`src/rtl/tow_audio_pkg.sv`:
```
// rtl/tow_audio_pkg.sv - shared types and default constants for the tug-of-war audio path
package tow_audio_pkg;

  typedef enum logic [1:0] {
    QUIET = 2'd0,
    HOLD  = 2'd1,
    REARM = 2'd2
  } clap_state_e;

  localparam int CLK_DIV_DEF  = 25;
  localparam int DECIM_DEF    = 128;
  localparam int SAMPLE_W_DEF = 8;
  localparam int THRESH_DEF   = 16;
  localparam int HYST_DEF     = 4;
  localparam int HOLDOFF_DEF  = 4096;

  // Bits needed for |ones - decim/2|, which spans 0..decim/2.
  function automatic int dev_width(input int decim);
    return $clog2(decim / 2 + 1);
  endfunction

endpackage

```
`src/rtl/mic_clk_gen.sv`:
```
// rtl/mic_clk_gen.sv - microphone clock divider with a strobe on each mic_clk falling toggle
module mic_clk_gen
  import tow_audio_pkg::*;
#(
  parameter int CLK_DIV = CLK_DIV_DEF
) (
  input  logic clk,
  input  logic rst,
  input  logic en,
  output logic mic_clk,
  output logic sample_tick
);

  localparam int DIV_W = (CLK_DIV > 1) ? $clog2(CLK_DIV) : 1;
  localparam logic [DIV_W-1:0] DIV_LAST = DIV_W'(CLK_DIV - 1);

  logic [DIV_W-1:0] div_cnt_q, div_cnt_d;
  logic             mic_clk_q, mic_clk_d;
  logic             wrap;

  always_comb begin
    wrap      = en && (div_cnt_q == DIV_LAST);
    div_cnt_d = div_cnt_q;
    mic_clk_d = mic_clk_q;
    if (!en) begin
      div_cnt_d = '0;
      mic_clk_d = 1'b0;
    end else if (wrap) begin
      div_cnt_d = '0;
      mic_clk_d = ~mic_clk_q;
    end else begin
      div_cnt_d = div_cnt_q + 1'b1;
    end
  end

  always_ff @(posedge clk or posedge rst) begin
    if (rst) begin
      div_cnt_q <= '0;
      mic_clk_q <= 1'b0;
    end else begin
      div_cnt_q <= div_cnt_d;
      mic_clk_q <= mic_clk_d;
    end
  end

  assign mic_clk     = mic_clk_q;
  // The mic drives data after rising mic_clk, so the falling toggle sees a settled bit.
  assign sample_tick = wrap && mic_clk_q;

endmodule

```
`src/rtl/pdm_mic_receiver.sv`:
```
// rtl/pdm_mic_receiver.sv - PDM mic decimator with level tracking and clap detection
module pdm_mic_receiver
  import tow_audio_pkg::*;
#(
  parameter int CLK_DIV  = CLK_DIV_DEF,
  parameter int DECIM    = DECIM_DEF,
  parameter int SAMPLE_W = SAMPLE_W_DEF,
  parameter int THRESH   = THRESH_DEF,
  parameter int HYST     = HYST_DEF,
  parameter int HOLDOFF  = HOLDOFF_DEF
) (
  input  logic                clk,
  input  logic                rst,
  input  logic                en,
  input  logic                mic_data,
  output logic                mic_clk,
  output logic                mic_lrsel,
  output logic [SAMPLE_W-1:0] sample,
  output logic                sample_valid,
  output logic [SAMPLE_W-2:0] level,
  output logic                clap
);

  localparam int LEVEL_W = SAMPLE_W - 1;
  localparam int DEV_W   = dev_width(DECIM);
  localparam int BIT_W   = $clog2(DECIM);
  localparam int HOLD_W  = $clog2(HOLDOFF + 2);

  localparam logic [BIT_W-1:0]    BIT_LAST  = BIT_W'(DECIM - 1);
  localparam logic [SAMPLE_W-1:0] MID       = SAMPLE_W'(DECIM / 2);
  localparam logic [LEVEL_W-1:0]  THRESH_L  = LEVEL_W'(THRESH);
  localparam logic [LEVEL_W-1:0]  REARM_L   = LEVEL_W'(THRESH - HYST);
  localparam logic [HOLD_W-1:0]   HOLDOFF_L = HOLD_W'(HOLDOFF);

  logic sample_tick;

  mic_clk_gen #(
    .CLK_DIV(CLK_DIV)
  ) u_mic_clk_gen (
    .clk        (clk),
    .rst        (rst),
    .en         (en),
    .mic_clk    (mic_clk),
    .sample_tick(sample_tick)
  );

  logic [1:0]          sync_q, sync_d;
  logic [SAMPLE_W-1:0] ones_cnt_q, ones_cnt_d;
  logic [BIT_W-1:0]    bit_cnt_q, bit_cnt_d;
  logic [SAMPLE_W-1:0] sample_q, sample_d;
  logic [LEVEL_W-1:0]  level_q, level_d;
  logic                sample_valid_q, sample_valid_d;
  clap_state_e         state_q, state_d;
  logic [HOLD_W-1:0]   hold_cnt_q, hold_cnt_d;
  logic                clap_q, clap_d;

  logic                pdm_bit;
  logic [SAMPLE_W-1:0] win_sum;
  logic [DEV_W-1:0]    dev_c;

  assign pdm_bit = sync_q[1];

  always_comb begin
    sync_d         = {sync_q[0], mic_data};
    ones_cnt_d     = ones_cnt_q;
    bit_cnt_d      = bit_cnt_q;
    sample_d       = sample_q;
    level_d        = level_q;
    sample_valid_d = 1'b0;
    // ones_cnt tops out at DECIM-1 before the last bit, so the sum fits SAMPLE_W.
    win_sum        = ones_cnt_q + SAMPLE_W'(pdm_bit);
    dev_c          = (win_sum >= MID) ? DEV_W'(win_sum - MID) : DEV_W'(MID - win_sum);
    if (!en) begin
      ones_cnt_d = '0;
      bit_cnt_d  = '0;
    end else if (sample_tick) begin
      if (bit_cnt_q == BIT_LAST) begin
        sample_d       = win_sum;
        level_d        = LEVEL_W'(dev_c);
        sample_valid_d = 1'b1;
        ones_cnt_d     = '0;
        bit_cnt_d      = '0;
      end else begin
        ones_cnt_d = win_sum;
        bit_cnt_d  = bit_cnt_q + 1'b1;
      end
    end
  end

  always_comb begin
    state_d    = state_q;
    hold_cnt_d = hold_cnt_q;
    clap_d     = 1'b0;
    if (!en) begin
      state_d    = QUIET;
      hold_cnt_d = '0;
    end else if (sample_valid_q) begin
      case (state_q)
        QUIET: begin
          if (level_q >= THRESH_L) begin
            clap_d     = 1'b1;
            hold_cnt_d = HOLDOFF_L;
            state_d    = HOLD;
          end
        end
        HOLD: begin
          if (hold_cnt_q == '0) begin
            state_d = REARM;
          end else begin
            hold_cnt_d = hold_cnt_q - 1'b1;
          end
        end
        REARM: begin
          // Re-arm only once the room has gone clearly quiet, not just under THRESH.
          if (level_q < REARM_L) begin
            state_d = QUIET;
          end
        end
        default: state_d = QUIET;
      endcase
    end
  end

  always_ff @(posedge clk or posedge rst) begin
    if (rst) begin
      sync_q         <= '0;
      ones_cnt_q     <= '0;
      bit_cnt_q      <= '0;
      sample_q       <= '0;
      level_q        <= '0;
      sample_valid_q <= 1'b0;
      state_q        <= QUIET;
      hold_cnt_q     <= '0;
      clap_q         <= 1'b0;
    end else begin
      sync_q         <= sync_d;
      ones_cnt_q     <= ones_cnt_d;
      bit_cnt_q      <= bit_cnt_d;
      sample_q       <= sample_d;
      level_q        <= level_d;
      sample_valid_q <= sample_valid_d;
      state_q        <= state_d;
      hold_cnt_q     <= hold_cnt_d;
      clap_q         <= clap_d;
    end
  end

  assign mic_lrsel    = 1'b0;
  assign sample       = sample_q;
  assign level        = level_q;
  assign sample_valid = sample_valid_q;
  assign clap         = clap_q;

endmodule

```
`config.mk`:
```
export PLATFORM = sky130hd
export DESIGN_NAME = pdm_mic_receiver
export DESIGN_NICKNAME = d
export VERILOG_FILES = /design/src/rtl/tow_audio_pkg.sv /design/src/rtl/mic_clk_gen.sv /design/src/rtl/pdm_mic_receiver.sv
export SDC_FILE = /design/constraint.sdc
export NUM_CORES = 1
export LEC_CHECK = 0
export CAP_MARGIN = 10
export CORE_MARGIN = 2
export CORE_UTILIZATION = 35
export CTS_CLUSTER_DIAMETER = 100
export DETAILED_ROUTE_END_ITERATION = 10
export DONT_BUFFER_PORTS = 1
export SYNTH_ARGS = -nofsm -noshare
export SYNTH_HDL_FRONTEND = slang
export SYNTH_SLANG_ARGS = --single-unit
```
`constraint.sdc`:
```
create_clock -name clk -period 2.85 [get_ports clk]
set_clock_uncertainty 0.1 [all_clocks]
set_input_delay 0.7125 -clock clk [delete_from_list [all_inputs] [get_ports clk]]
set_output_delay 0.7125 -clock clk [all_outputs]
set_load 0.03 [all_outputs]
```
Word-level counts from Yosys, hierarchy flattened
Cells that the tools add are included.
- flip-flop bits (word level): 55
- latch bits: 0
- bits in writable memories: 0
- ROM bits: 0
- input port bits: 4
- output and inout port bits: 19
- memories: 0
- $add $sub $neg: 6
- $mul: 0
- div/mod/pow operators: 0
- order comparisons: 3
- equality and inequality tests: 12
- shifts and indexed selects: 0
- muxes and demuxes: 29
- bitwise operators: 1
- reductions and logical operators: 7
- operators by type and width (kind ; number):
    $mux 13 ; 4
    $mux 7 ; 4
    $pmux 13 s2 ; 1
    $mux 8 ; 3
    $logic_not 13->1 ; 1
    $sub 13x1->13 const B ; 1
    $ne 3x3->1 const B ; 4
    $mux 2 ; 5
    $mux 5 ; 2
    $mux 1 ; 9
    $add 8x1->8 ; 1
    $ge 8x7->1 const B ; 1
    $reduce_and 4->1 ; 2
    $add 7x1->7 const B ; 1
    $eq 7x7->1 const B ; 1
    $ge 7x5->1 const B ; 1
    $lt 7x4->1 const B ; 1
    $sub 7x7->7 const A ; 1
    $sub 7x7->7 const B ; 1
    $ne 2x1->1 const B ; 3
    $pmux 2 s3 ; 1
    $add 5x1->5 const B ; 1
    $eq 5x5->1 const B ; 1
    $ne 3x1->1 const B ; 1
    6 further kinds ; 7

Longest topological paths before layout
Gate-level depths: netlist (run 1).
- depth after elaboration: 5
- mapped depth: 8

Hierarchy
From an unflattened synthesis (run 1), not the netlist that was laid out.
- cells, all modules: 317
- area total of the unflattened synthesis: 2975.4 µm²
- modules (own cells, without submodules) (module ; instances ; cells each ; area each (µm²) ; sequential area each (µm²)):
    pdm_mic_receiver ; 1 ; 288 ; 2620.0 ; 1201.2
    mic_clk_gen ; 1 ; 29 ; 355.3 ; 150.1

Worst setup path before layout (run 1)
No wires, ideal clock.
- path type: input to register
- from: input port en
- to: register level_q[3] (netlist: level[3])
- arrival: 2.059 ns
- slack: 0.604 ns
- cell stages on the path: 6
- buffers on the path: 1
- path through: clkbuf_1 and2_1 and2_1 nand3_1 or4_1 o211ai_1
- word-level cells in the longest chain between the ends: 3
- RTL lines (element ; RTL line ; RTL):
    start: declaration ; pdm_mic_receiver.sv:14 ; input logic en,
    $logic_and 1x1->1 ; mic_clk_gen.sv:22 ; wrap = en && (div_cnt_q == DIV_LAST);
    $logic_and 1x1->1 ; mic_clk_gen.sv:48 ; assign sample_tick = wrap && mic_clk_q;
    $reduce_and 3->1 (no source line) * ; -- ;
    end signal: assignment ; pdm_mic_receiver.sv:140 ; level_q <= level_d;
    end: declaration ; pdm_mic_receiver.sv:51 ; logic [LEVEL_W-1:0] level_q, level_d;
Every way passes the cells marked *; elsewhere a longest branch is shown, timed or not.
A chain may end at the register's enable or synchronous reset.

Final worst setup path (run 1)
- from: register sync_q[1]
- to: register level_q[5] (netlist: level[5])
- word-level cells in the longest chain between the ends: 3
- elaborated cells between the ends (all ways): 5
- those cells by class: add/sub (3); order compare (1); mux (1)
- RTL lines (element ; RTL line ; RTL):
    start: declaration ; pdm_mic_receiver.sv:47 ; logic [1:0] sync_q, sync_d;
    start signal: assignment ; pdm_mic_receiver.sv:136 ; sync_q <= sync_d;
    $add 8x1->8 * ; pdm_mic_receiver.sv:71 ; win_sum = ones_cnt_q + SAMPLE_W'(pdm_bit);
    net win_sum[1] ; pdm_mic_receiver.sv:58 ; logic [SAMPLE_W-1:0] win_sum;
    $sub 7x7->7 or $ge 8x7->1 (tied branches) ; pdm_mic_receiver.sv:72 ; dev_c = (win_sum >= MID) ? DEV_W'(win_sum - MID) : DEV_W'(MID - win_sum);
    $mux 7 * ; pdm_mic_receiver.sv:72 ;
Mark *: on every way through the listed nets, which the timed path passes. The rest lies on a longest branch.

==> reports/results.tsv, run 1 <==
stage	metric	value	unit
worst_setup_path	crit_chain	ha_1 > ha_1 > or2_2 > o32ai_1 > a21oi_1 > o2111a_1 > o31ai_1	
pwr	p_leak	1.354	nW
die	chipWidth	94.12	um
logic_synthesis	synth_edf_count	0	
worst_setup_path	worst_setup_path_start_kind	flop	
place	io_buffer_count	0	
clocking	cts.path.max_buffers	2	
drt	top_layer	met4	
drt	ant_nets	0	
place	dpl.hpwl	4341	um
logic_synthesis	synth_area	2843	um^2
sta	hold_viol	0	
clocking	cts_inserted_buffers	5	
drt	num_vias	2179	
worst_setup_path	crit_fanout	5	
place	gp_congestion	0.8392	
layout	layout-drive-gt1-share	7.074	%
place	pre_cts_ws	0.4219	ns
sta	finalCriticalPeriod	2.467	ns
die	start_util	36.41	%
drt	dr_wl_met2	2826	um
drt	drtPass1Iterations	4	
sta	setup_ws	0.3833	ns
worst_setup_path	worst_path_max_delay_cell	o32ai_1	
die	io-pin-count	23	
pwr	p_per_area	439.7	nW/um^2
place	dp_cells	405	
logic_synthesis	syn_inst	312	
worst_setup_path	crit_required	2.97	ns
clocking	cts_resized	0	
sta	fin_tns_setup	0	ns
global_route	grt_max_degree	36	
die	die_h	94.12	um
global_route	antenna_found_initial	0	
logic_synthesis	ys_ff_latch	54	
worst_setup_path	critPathMaxStageDelay	0.41	ns
worst_setup_path	cp.arrival	2.58	ns
sta	setup_viol	0	
drt	avgViaCountPerCell	5.276	
die	fp-row-count	32	
die	die_area	8859	um^2
layout	final_cells	413	
clocking	cts_max_level	2	
drt	wl_met3	222	um
worst_hold_path	whs_path_depth	0	
worst_setup_path	end_kind	flop	
sta	fmax	0.4054	GHz
global_route	grtUsageTotal	14.55	%
global_route	overflow	0	
global_route	grt_pass1_vias	2085	
logic_synthesis	synthFlopType	dfrtp_1	
layout	fin_nets	322	
sta	slew_viol_final	0	
worst_setup_path	path_depth	7	
worst_setup_path	cp_num_buf_inv	0	
die	coreArea	7807	um^2
sta	worst_slew_pin_slew	0.7597	ns
logic_synthesis	synth_top_area_share	47.54	%
worst_setup_path	cp_top_family	compound AO/OA/AOI/OAI gates	
sta	rsz0062_at_grt	no	
logic_synthesis	synth_fp_nets	324	
sta	slew_headroom	49.28	%
run_status	status	finished clean	
clocking	cts_tree	built	
worst_setup_path	crit_top_cell	ha_1	
logic_synthesis	synthArstFlopShare	100.0	%
pwr	irDropWorstVdd	0.1624	mV
worst_setup_path	reg2reg_depth	7	
logic_synthesis	synth_top_cell_by_area	dfrtp_1	
clocking	clock_latency	0.31	ns
logic_synthesis	yosysUniqueCellTypes	51	
drt	wl_met1	2800	um
sta	period_share	86.55	%
drt	drc	0	
layout	diodes	0	
logic_synthesis	seq_area_frac_synth	47.54	%
clocking	clockRootBuffer	clkbuf_8	
layout	n_fill_cell	803	
flow_run	maxCapViolCount	0	
logic_synthesis	syn_avg_cell_area	9.111	um^2
clocking	hold_buffers	0	
clocking	cts.clk_slew.worst_paths	0.10	ns
logic_synthesis	yosysWarnings	0	
drt	wl_per_cell	14.35	um
worst_hold_path	worst_hold_path_type	reg2reg	
worst_setup_path	critical_path_class	reg2reg	
drt	wirelength	5927	um
clocking	postCtsSetupBuffers	0	
clocking	clkSinkCount	54	
drt	drtIter0Drc	110	
layout	areaGrowthSynthToFinish	6.998	%
global_route	grt_pass1_wl	10340	um
logic_synthesis	synth_top_cells_by_area	dfrtp_1, nand2_1, o21ai_0, nor2_1, ha_1	
-- final timing paths --
path | start | endpoint | slack, ns
max | sync_q[1]$_DFF_PP0_ | level[5]$_DFFE_PP0P_ | 0.38
min reg2reg | sync_q[0]$_DFF_PP0_ | sync_q[1]$_DFF_PP0_ | 0.27
min | sync_q[0]$_DFF_PP0_ | sync_q[1]$_DFF_PP0_ | 0.27
max in group asynchronous | rst | ones_cnt_q[4]$_DFFE_PP0P_ | 1.69
min in group asynchronous | rst | bit_cnt_q[6]$_DFFE_PP0P_ | 0.31
max reg2reg | sync_q[1]$_DFF_PP0_ | level[5]$_DFFE_PP0P_ | 0.38
-- layout make-up --
type,count,area (um^2),area share (%)
well taps,102,127.6,4.196
inverters,13,48.80,1.604
multi-input cells,232,1375,45.21
flip-flops and latches,54,1351,44.43
clock buffers,5,68.82,2.262
clock inverters,3,40.04,1.316
repair buffers,4,30.03,0.9872
-- cells in the mapped netlist (4+ instances only) --
cell type  number
nand4_1         4
nor2_1         31
nand3_1        12
and2_1          4
or4_1           4
o21ai_0        24
inv_1          12
dfrtp_1        54
nor2b_1         4
o31ai_1        10
ha_1            8
a21oi_1         7
nand2_1        41
or3_1           5
o21ai_1        13
xnor2_1         6
a31oi_1         7
xor2_1          8
nor3_1          8
clkbuf_1        7
-- per-stage QoR --
step                      utilization, %  hold WS [ns]  instance area, um^2  total power [W]
final                              38.96        0.2690                 3042         0.001337
after global routing               38.96        0.2873                 3042         0.001394
after CTS                          38.96        0.2724                 3042         0.001353
after floorplan                        -        0.2312                 2843        0.0008264
after detailed placement           37.56        0.2492                 2933        0.0008388
after global placement             37.56        0.2411                 2933        0.0008378
-- power breakdown --
| group | internal (W) | switching (W) | leakage [nW] |
|---|---|---|---|
| Sequential | 0.000771 | 0.00000395 | 0.748 |
| Clock | 0.000259 | 0.000256 | 0.0579 |
| Combinational | 0.0000128 | 0.0000351 | 0.549 |
| Total | 0.00104 | 0.000295 | 1.35 |
-- routing by layer --
layer	track usage, %	vias to the layer above
li1	-	1102
met1	19.36	1039
met2	23.51	31
met3	3.612	7
met4	4.106	0
met5	0	-
-- worst register-to-register path: cells and delay by family, from the launching register on --
kind	cells	cell delay, ns
AO/OA/AOI/OAI	4	1.00
adder cells (fa/ha/maj)	2	0.59
flip-flops	1	0.39
AND/OR/NAND/NOR	1	0.30
-- registers in the layout (all words and copies together) (netlist names) --
| signal | cells |
|---|---|
| hold_cnt_q | 13 |
| ones_cnt_q | 8 |
| sample | 8 |
| bit_cnt_q | 7 |
| level | 6 |
| u_mic_clk_gen.div_cnt_q | 5 |
| state_q | 2 |
| sync_q | 2 |
| clap | 1 |
| sample_valid | 1 |
| u_mic_clk_gen.mic_clk | 1 |
-- cell usage in the layout (no fill, tap or decap), types with 3 or more instances in the layout --
master | Yosys | final
or4_1 | 4 | 4
xor2_1 | 8 | 8
a21oi_1 | 7 | 7
a31oi_1 | 7 | 7
nor2_1 | 31 | 31
o21ai_0 | 24 | 24
nor3_1 | 8 | 8
ha_1 | 8 | 8
dfrtp_1 | 54 | 54
o21a_1 | 3 | 3
nand4_1 | 4 | 4
o31ai_1 | 10 | 10
inv_1 | 12 | 11
nand2_1 | 41 | 41
nand2b_1 | 3 | 3
and2_1 | 4 | 4
xnor2_1 | 6 | 6
nand3_1 | 12 | 12
or3_1 | 5 | 5
nor2b_1 | 4 | 4
buf_4 | 2 | 4
clkbuf_8 | 0 | 5
o21ai_1 | 13 | 13
-- kinds of logic (layout without fill, tap and decap cells) --
logic type / count (synthesis) / after routing / share of synthesized area [%]
fa+ha+maj: 8 / 8 / 3.521
flops: 54 / 54 / 47.54
mux: 1 / 1 / 0.3521
simple gates: 127 / 127 / 21.92
compound gates: 81 / 81 / 18.13
xor+xnor: 14 / 14 / 4.313
buf+inv: 26 / 25 / 4.093
other cells: 1 / 1 / 0.1319
Note: power is estimated with default switching activity, not from simulation.
==> inputs of run 2 (changes only) <==
==> constraint.sdc (replaced) <==
create_clock -name clk -period 2.72 [get_ports clk]
set_clock_uncertainty 0.1 [all_clocks]
set_input_delay 0.68 -clock clk [delete_from_list [all_inputs] [get_ports clk]]
set_output_delay 0.68 -clock clk [all_outputs]
set_load 0.03 [all_outputs]
==> reports/results.tsv, run 2 (same netlist as run 1, synthesis figures left out) <==
stage	metric	value	unit	change
clocking	cts_tree	built		unchanged
drt	drtIter0Drc	109		was 110
layout	fin_nets	324		was 322
drt	drc	0		unchanged
sta	slew_headroom	61.81	%	was 49.28%
layout	layout-drive-gt1-share	7.348	%	was 7.074%
die	coreArea	7807	um^2	unchanged
drt	wirelength	5870	um	was 5927 um
clocking	cts.clk_slew.worst_paths	0.10	ns	about the same
drt	num_vias	2197		was 2179
die	die_area	8859	um^2	unchanged
die	fp-row-count	32		unchanged
clocking	cts_max_level	2		unchanged
clocking	hold_buffers	0		unchanged
worst_setup_path	crit_chain	ha_1 > ha_1 > or2_2 > o32ai_1 > a31oi_1 > o2111a_1 > o31ai_1		was ha_1 > ha_1 > or2_2 > o32ai_1 > a21oi_1 > o2111a_1 > o31ai_1
run_status	status	finished clean		unchanged
clocking	clkSinkCount	54		unchanged
sta	worst_slew_pin_slew	0.5729	ns	was 0.7597 ns
worst_hold_path	worst_hold_path_type	in2async		was reg2reg
layout	final_cell_mix	dfrtp_1, nand2_1, nor2_1, o21ai_0, o21ai_1		unchanged
sta	period_share	90.64	%	was 86.55%
sta	fmax	0.4056	GHz	was 0.4054 GHz
sta	slew_viol_final	0		unchanged
layout	areaGrowthSynthToFinish	7.350	%	was 6.998%
sta	rsz0062_at_grt	no		unchanged
global_route	antenna_found_initial	0		unchanged
global_route	overflow	0		unchanged
worst_setup_path	end_kind	flop		unchanged
global_route	grt_max_degree	55		was 36
die	io-pin-count	23		unchanged
flow_run	maxCapViolCount	0		unchanged
worst_setup_path	worst_setup_path_start_kind	flop		unchanged
worst_setup_path	r2r_start	sync_q[1]$_DFF_PP0_		unchanged
die	start_util	36.41	%	unchanged
worst_setup_path	crit_top_cell	ha_1		unchanged
place	gp_congestion	0.8009		was 0.8392
layout	postLayoutCellArea	3052	um^2	was 3042 um^2
place	place_area	2960	um^2	was 2933 um^2
pwr	p_per_area	432.8	nW/um^2	was 439.7 nW/um^2
drt	avgViaCountPerCell	5.294		was 5.276
worst_setup_path	cp.arrival	2.57	ns	was 2.58 ns
layout	n_fill_cell	784		was 803
pwr	irDropWorstVdd	0.2784	mV	was 0.1624 mV
clocking	clock_latency	0.30	ns	was 0.31 ns
clocking	cts_resized	0		unchanged
worst_setup_path	critPathMaxStageDelay	0.43	ns	was 0.41 ns
worst_setup_path	crit_required	2.83	ns	was 2.97 ns
global_route	grt_pass1_wl	10210	um	was 10340 um
clocking	cts_inserted_buffers	5		unchanged
global_route	grt_pass1_vias	2074		was 2085
drt	ant_nets	0		unchanged
clocking	clockRootBuffer	clkbuf_8		unchanged
die	chipWidth	94.12	um	unchanged
place	dpl.hpwl	4228	um	was 4341 um
worst_setup_path	startpoint	sync_q[1]$_DFF_PP0_		unchanged
worst_setup_path	critical_path_class	reg2reg		unchanged
layout	diodes	0		unchanged
clocking	cts.path.max_buffers	2		unchanged
sta	finalCriticalPeriod	2.466	ns	was 2.467 ns
worst_setup_path	crit_fanout	5		unchanged
clocking	postCtsSetupBuffers	0		unchanged
sta	setup_viol	0		unchanged
worst_setup_path	worst_path_max_delay_cell	o32ai_1		unchanged
drt	wl_per_cell	14.14	um	was 14.35 um
place	io_buffer_count	0		unchanged
die	die_h	94.12	um	unchanged
drt	drtPass1Iterations	4		unchanged
layout	final_common_cell	dfrtp_1		unchanged
layout	largest_reg_flops	13		unchanged
sta	hold_viol	0		unchanged
pwr	p_leak	1.359	nW	was 1.354 nW
layout	top_register	hold_cnt_q		unchanged
global_route	grtUsageTotal	14.42	%	was 14.55%
sta	fin_tns_setup	0	ns	unchanged
[run 2: worst paths after layout]
kind / endpoint / slack [ns] / cells after the start
setup reg to reg: level[5]$_DFFE_PP0P_ / 0.25 / 7
hold / removal: clap$_DFF_PP0_ / 0.19 / 2
hold reg to reg: sync_q[1]$_DFF_PP0_ / 0.26 / 0
min in group clk: sync_q[1]$_DFF_PP0_ / 0.26 / 0
max in group asynchronous: level[1]$_DFFE_PP0P_ / 2.06 / 2
setup / recovery: level[5]$_DFFE_PP0P_ / 0.25 / 7
[run 2: through the flow]
step | worst slack, ns | std cells | power [W] | util (%) | hold WS [ns]
floorplan | 0.4824 | 312 | 0.0008659 | - | 0.2312
global placement | 0.3742 | 407 | 0.0008810 | 37.92 | 0.2360
detailed placement | 0.3182 | 407 | 0.0008816 | 37.92 | 0.2443
CTS | 0.2965 | 415 | 0.001348 | 39.09 | 0.2012
global route | 0.09413 | 415 | 0.001388 | 39.09 | 0.2102
finish | 0.2545 | 415 | 0.001321 | 39.09 | 0.1905
[run 2: power breakdown]
part / switching (W) / total [W] / internal (W)
sequential: 0.00000400 / 0.000811 / 0.000807
clock: 0.000251 / 0.000457 / 0.000206
combinational: 0.0000361 / 0.0000525 / 0.0000164
total: 0.000291 / 0.00132 / 0.00103
[run 2: cell type report]
type                    instances  area (um^2)  share of cell area [%]
flip-flops and latches         54         1351                   44.28
clock inverters                 1        5.005                  0.1640
multi-input cells             232         1375                   45.06
clock buffers                   7        86.33                   2.829
well taps                     102        127.6                   4.182
inverters                      13        48.80                   1.599
repair buffers                  6        57.56                   1.886
[run 2: per-layer routing]
layer / vias to the layer above / global-route usage (%) / share of wire [%]
li1: 1104 / - / -
met1: 1075 / 19.28 / 49
met2: 16 / 23.15 / 47
met3: 2 / 3.612 / 3.2
met4: 0 / 4.106 / 0.65
met5: - / 0 / 0
[run 2: critical path: cells and delay by family (launching register included)]
kind            cells  cell delay (ns)
flops               1             0.38
compound gates      4             1.04
fa+ha+maj           2             0.56
simple gates        1             0.30
==> inputs of run 3 (changes only) <==
--- a/config.mk
+++ b/config.mk
@@ -8,7 +8,6 @@
 export CAP_MARGIN = 10
 export CORE_MARGIN = 2
 export CORE_UTILIZATION = 35
-export CTS_CLUSTER_DIAMETER = 100
 export DETAILED_ROUTE_END_ITERATION = 10
 export DONT_BUFFER_PORTS = 1
 export SYNTH_ARGS = -nofsm -noshare
==> results of run 3 <==
No change in the layout: final DEF, timing and power equal those of run 2.
